File: src/rtl/clk_pkg.sv
// Constants shared by the HDMI/DVI output path (display_if and the clock divider).
package clk_pkg;

  localparam int unsigned SERIAL_DIV       = 10;  // serial bits per pixel clock
  localparam int unsigned TMDS_W           = 10;
  localparam int unsigned DIV_MODE_DEFAULT = 5;

endpackage

File: src/rtl/phase_counter.sv
// Modulo-N counter with synchronous clear; exposes the next count and its wrap flag so a
// parent can register decoded outputs in the same cycle as the count itself.
module phase_counter #(
  parameter  int unsigned N = 10,
  localparam int unsigned W = $clog2(N)
) (
  input  logic         clk_i,
  input  logic         clear_i,
  output logic [W-1:0] cnt_o,
  output logic [W-1:0] cnt_next_o,
  output logic         wrap_next_o
);

  if (N < 2) begin : g_bad_n
    $error("phase_counter: N must be at least 2");
  end

  logic [W-1:0] cnt_q;
  logic         wrap;

  assign wrap = (cnt_q == W'(N - 1));

  always_comb begin
    cnt_next_o = cnt_q + W'(1);
    if (clear_i || wrap) begin
      cnt_next_o = '0;
    end
  end

  assign wrap_next_o = (cnt_next_o == W'(N - 1));

  always_ff @(posedge clk_i) begin
    cnt_q <= cnt_next_o;
  end

  assign cnt_o = cnt_q;

endmodule

File: src/rtl/pixel_clk_divider.sv
// Portable serial-to-pixel clock divider: /2 and /(2*DIV_MODE) levels, serial phase index and
// load / pixel strobes, all registered in the clk_i domain.
module pixel_clk_divider
  import clk_pkg::*;
#(
  parameter  int unsigned DIV_MODE = DIV_MODE_DEFAULT,
  localparam int unsigned TOTAL    = 2 * DIV_MODE,
  localparam int unsigned PHASE_W  = $clog2(TOTAL)
) (
  input  logic               clk_i,
  input  logic               rst_i,
  input  logic               lock_i,
  output logic               div2_o,
  output logic               pix_o,
  output logic [PHASE_W-1:0] phase_o,
  output logic               load_o,
  output logic               pix_stb_o
);

  if (DIV_MODE < 2 || DIV_MODE > 8) begin : g_bad_div_mode
    $error("pixel_clk_divider: DIV_MODE must be in 2..8");
  end

  logic               clear;
  logic [PHASE_W-1:0] phase_next;
  logic               wrap_next;

  // Loss of PLL lock is treated exactly like reset.
  assign clear = rst_i | ~lock_i;

  phase_counter #(
    .N (TOTAL)
  ) u_phase_counter (
    .clk_i       (clk_i),
    .clear_i     (clear),
    .cnt_o       (phase_o),
    .cnt_next_o  (phase_next),
    .wrap_next_o (wrap_next)
  );

  // Decode from the next phase so every output lines up with phase_o without a lag cycle.
  always_ff @(posedge clk_i) begin
    if (clear) begin
      div2_o    <= 1'b0;
      pix_o     <= 1'b0;
      load_o    <= 1'b0;
      pix_stb_o <= 1'b0;
    end else begin
      div2_o    <= phase_next[0];
      pix_o     <= (phase_next >= PHASE_W'(DIV_MODE));
      load_o    <= wrap_next;
      pix_stb_o <= (phase_next == PHASE_W'(DIV_MODE));
    end
  end

endmodule

File: config.mk
export PLATFORM = sky130hd
export DESIGN_NAME = pixel_clk_divider
export DESIGN_NICKNAME = d
export VERILOG_FILES = /design/src/rtl/clk_pkg.sv /design/src/rtl/phase_counter.sv /design/src/rtl/pixel_clk_divider.sv
export SDC_FILE = /design/constraint.sdc
export NUM_CORES = 1
export LEC_CHECK = 0
export ABC_AREA = 1
export BUFFER_PORTS_ARGS = -buffer_cell sky130_fd_sc_hd__buf_2
export CORE_AREA = 2 2 39 41
export DETAILED_ROUTE_END_ITERATION = 8
export DIE_AREA = 0 0 41 43
export MAX_ROUTING_LAYER = met4
export PLACE_DENSITY = 0.52
export REMOVE_ABC_BUFFERS = 1
export SLEW_MARGIN = 5
export SYNTH_ARGS = -nofsm -noshare
export SYNTH_HDL_FRONTEND = slang
export SYNTH_HIERARCHICAL = 1
export SYNTH_SLANG_ARGS = --single-unit
export TNS_END_PERCENT = 30
File: constraint.sdc
create_clock -name clk_i -period 1.4 [get_ports clk_i]
set_input_delay 0.21 -clock clk_i [delete_from_list [all_inputs] [get_ports clk_i]]
set_output_delay 0.21 -clock clk_i [all_outputs]
set_load 0.05 [all_outputs]
# Word level (Yosys, flattened, before mapping)
# Index checks and enable logic that the tools add are counted.
# W data, S select, Z words.
[word_totals] ff_bits=8 inputBits=3 out_inout_bits=8 elab_cells=14
[classes] add_sub_neg=1 n_lt_le_gt_ge=1 eq_ne=3 n_mux=1 bitwise_logic=2 reduce_logical=1
[ops] cell="$eq A4 B4 Y1 const B" count=2
[ops] cell="$add A4 B1 Y4 const B" count=1
[ops] cell="$eq A4 B3 Y1 const B" count=1
[ops] cell="$ge A4 B3 Y1 const B" count=1
[ops] cell="$mux W4" count=1
[ops] cell="$logic_or A1 B1 Y1" count=1
[ops] cell="$not A1 Y1" count=1
[ops] cell="$or A1 B1 Y1" count=1

# Logic depth before layout (Yosys ltp)
[logic_depth] ltp_word=5 mapped_depth=9 ltp_nobuf=9

# Cells and area by module
# The synthesis kept the hierarchy.
[by_module_without_submodules] mod="phase_counter" n_inst=1 cells_each=29 area_each_um2=210.2 seq_area_each_um2=80.1
[by_module_without_submodules] mod="pixel_clk_divider" n_inst=1 cells_each=16 area_each_um2=136.4 seq_area_each_um2=80.1

# Least setup slack after synthesis
# No wires, ideal clock.
[synth_timing] path_kind="register -> register" start="reg u_phase_counter.cnt_q[1], in the netlist u_phase_counter/cnt_o[1]" end="reg pix_o" setup_ns=0.070 t_arrival_ns=1.458 setup_slack_ns=-0.128 stages_incl_launch_ff=8 period_less_slack_ns=1.528 path_cell_list="dfxtp_1 inv_1 ha_1 nand3_2 nand2_2 a21oi_1 o21ai_0 a21oi_1"
[synth_via] elab_chain_len=4 word_cells_on_any_way=5 cone_classes="add/sub (1); order compare (1); eq/ne (1); mux (1); reduce/logical (1)"
[synth_rtl] item="start, declared" line="phase_counter.sv:18" rtl="logic [W-1:0] cnt_q;"
[synth_rtl] item="start signal, assigned" line="phase_counter.sv:33" rtl="cnt_q <= cnt_next_o;"
[synth_rtl] item="parallel branches: the longest is 2 deep, another holds $add A4 B1 Y4"
[synth_rtl] item="$mux W4 (*)" line="phase_counter.sv:25" rtl="if (clear_i || wrap) begin"
[synth_rtl] item="named net phase_next[2]" line="pixel_clk_divider.sv:25" rtl="logic [PHASE_W-1:0] phase_next;"
[synth_rtl] item="$ge A4 B3 Y1 (*)" line="pixel_clk_divider.sv:50" rtl="pix_o <= (phase_next >= PHASE_W'(DIV_MODE));"
[synth_rtl] item="end signal, assigned" line="pixel_clk_divider.sv:50"
[synth_rtl] item="end, declared" line="pixel_clk_divider.sv:14" rtl="output logic pix_o,"
# Mark *: on every way through the listed nets, which the timed path passes.
# A chain may end at the register's enable or synchronous reset.

# Worst setup path after layout
# Ends and elaborated chain as after synthesis.

==> reports/results.txt <==
Global Route Usage Sum: 0.0908
slowest stage delay, CP: 380 ps
initial core utilization: 0.250
CP max FO: 5
YS warnings: 6
Worst-Skew Late Latency: 250 ps
final setup vio count: 0
Max Root-Sink Buffers: 2
Leak: 0.221 nW
CTS sink cnt: 8
largest net degree at the start of global routing: 7
Area Overhead vs Synth: 28.5%
Starting DRT DRC Count: 1
cell taking the most area after synthesis: dfxtp_1
Post-Synth Adder-Cell Area: 0.0722
post-layout util: 0.322
cell-by-cell trace of the critical path: inv_1, ha_1, nand3_2, nand2_2, nor2_2, o21ai_0, a21oi_1
Worst-path clk slew: 50 ps
Synth Area in Compound Gates: 0.0433
DR DRC count: 0
hpwl dp: 438 µm
PortBufs: 10
clk_skew: 7.07 ps
CP required: 1580 ps
total power: 447 µW
layout cell share with drive strength beyond 1: 0.397
power per cell area: 1000 mW/mm²
fill count: 153
Slew Viols, Final: 0
total CTS buffers: 3
top post-synthesis cells by area: dfxtp_1 46%, inv_1 11%, ha_1 7.2%
global-route wire length before repair: 966 µm
critical path endpoint category: flop
Synth Area per Inst: 7.70 µm²
drt pass-1 iters: 2
Critical R2R Launch: u_phase_counter/cnt_o[1]
CTS hold repair buffers: 0
vias in the first global route: 248
RSZ-0062 raised after global routing: no
delay-heaviest family, CP: flip-flops
FMAX: 0.809 GHz
actual slew at the worst max-slew pin: 250 ps
Slew HR: 0.834
WL final: 570 µm
RD Place Congestion: 0.750
hold_sp: lock_i
largest family of logic cells by synthesized area: simple AND/OR/NAND/NOR gates
Rows: 14
crit path launch: u_phase_counter/cnt_o[1]
synthesized area: 347 µm²
final hold vios: 0
post-synthesis simple-gate area fraction: 0.292
CP Class: flop to flop
routed via count: 292
Layout Nets: 65
antenna-violating nets left: 0
Peak VDD IR: 367 µV
multiplexer share of the synthesized area: 0
Yosys cell types: 13
H-tree depth: 1
Final min period: 1240 ps
synthesized flop and latch total: 8
CTS tree: built
status: completed
routed vias/inst: 3.95
Worst Path Buf+Inv: 1
n_diodes: 0
I/O pin cnt: 11
HP Class: primary input to flop
Die W: 41 µm
core area: 0.00138 mm²
XOR/XNOR Fraction of Synth Area: 0
die height: 43 µm
Critical Path Source Type: flop
CP max stage cell: dfxtp_1
Maximum Capacitance Violations: 0
Seq/Total Area, Yosys: 0.462
GRT overflow: 0
Synth Instances: 45
die footprint: 0.00176 mm²
final instance area: 445 µm²
WL/cell: 7.70 µm
Placed Area: 417 µm²
Yosys top cell area share: 0.462
fin crit share: 0.883
Clock Root Buffer: clkbuf_4
Critical Path AT: 1420 ps
initial antenna violation count: 0
==> metrics by stage <==
| step | worst slack (ps) | cells | hold slack [ps] | TNS [ps] |
|---|---|---|---|---|
| after floorplan | -128 | 45 | 381 | -309 |
| after global placement | 115 | 71 | 511 | 0 |
| after detailed placement | 109 | 71 | 507 | 0 |
| after CTS | 85.5 | 74 | 238 | 0 |
| after global routing | 6.57 | 74 | 265 | 0 |
| final | 164 | 74 | 240 | 0 |
==> worst min-delay path, stage by stage <==
cell and delay (ps):
buf_2 80, nand2_2 80, nor2_1 80
==> cell usage after synthesis <==
master,count
a21oi_1,2
nand2_1,5
nand3_1,4
nor2_1,4
ha_1,2
inv_2,2
dfxtp_1,8
nor2_2,3
nand2_2,2
nand4_1,1
inv_1,10
o21ai_0,1
nand3_2,1
==> final cells by class <==
cell class	count	area [µm²]	share of cell area
Sequential cell	8	160	0.360
Multi-Input combinational cell	25	148	0.331
Inverter	12	45.0	0.101
Tap cell	16	20.0	0.0449
Timing Repair Buffer	10	50.0	0.112
Clock buffer	3	22.5	0.0506
==> sequential cells by signal, summed over array words and instances (netlist names) <==
register and flops:
u_phase_counter/cnt_o 4, load_o 1, pix_stb_o 1, pix_o 1, div2_o 1
==> per-layer routing <==
metal / up-vias / wire (µm) / GRT usage
met3: 2 / 32 / 0.0157
li1: 161 / - / -
met5: - / 0 / -
met4: 0 / 7 / 0.120
met1: 120 / 262 / 0.110
met2: 9 / 268 / 0.103
==> path summary, 6_finish.rpt <==
kind,end,slack (ps),cells after the start
setup / recovery,pix_o,160,7
hold / removal,load_o,240,3
setup reg to reg,pix_o,160,7
hold reg to reg,u_phase_counter/cnt_o[2],580,2
==> repair_timing <==
item | CTS | global route
setup buffers | 0 | 0
setup endpoints to repair | 0 | 2
resized for setup | 0 | 2
hold endpoints to repair | 0 | 0
==> cells by family after synthesis <==
family / Yosys count
and+or+nand+nor: 20
AOI/OAI and AO/OA: 3
adders and majority gates: 2
buffers and inverters: 12
DFF: 8
==> power breakdown <==
part	total [mW]	internal, mW	switching (mW)
logic	0.0415	0.0122	0.0293
clock network	0.170	0.0977	0.0720
registers	0.236	0.232	0.00392
==> layout by cell type, fill, tap and decap left out, drive strengths merged <==
cell type / synthesis / routed
a21oi: 2 / 2
dfxtp: 8 / 8
clkbuf: 0 / 3
nand4: 1 / 1
ha: 2 / 2
nor2: 7 / 7
nand3: 5 / 5
buf: 0 / 10
o21ai: 1 / 1
nand2: 7 / 7
inv: 12 / 12
Power figures use the tool's default switching activity.
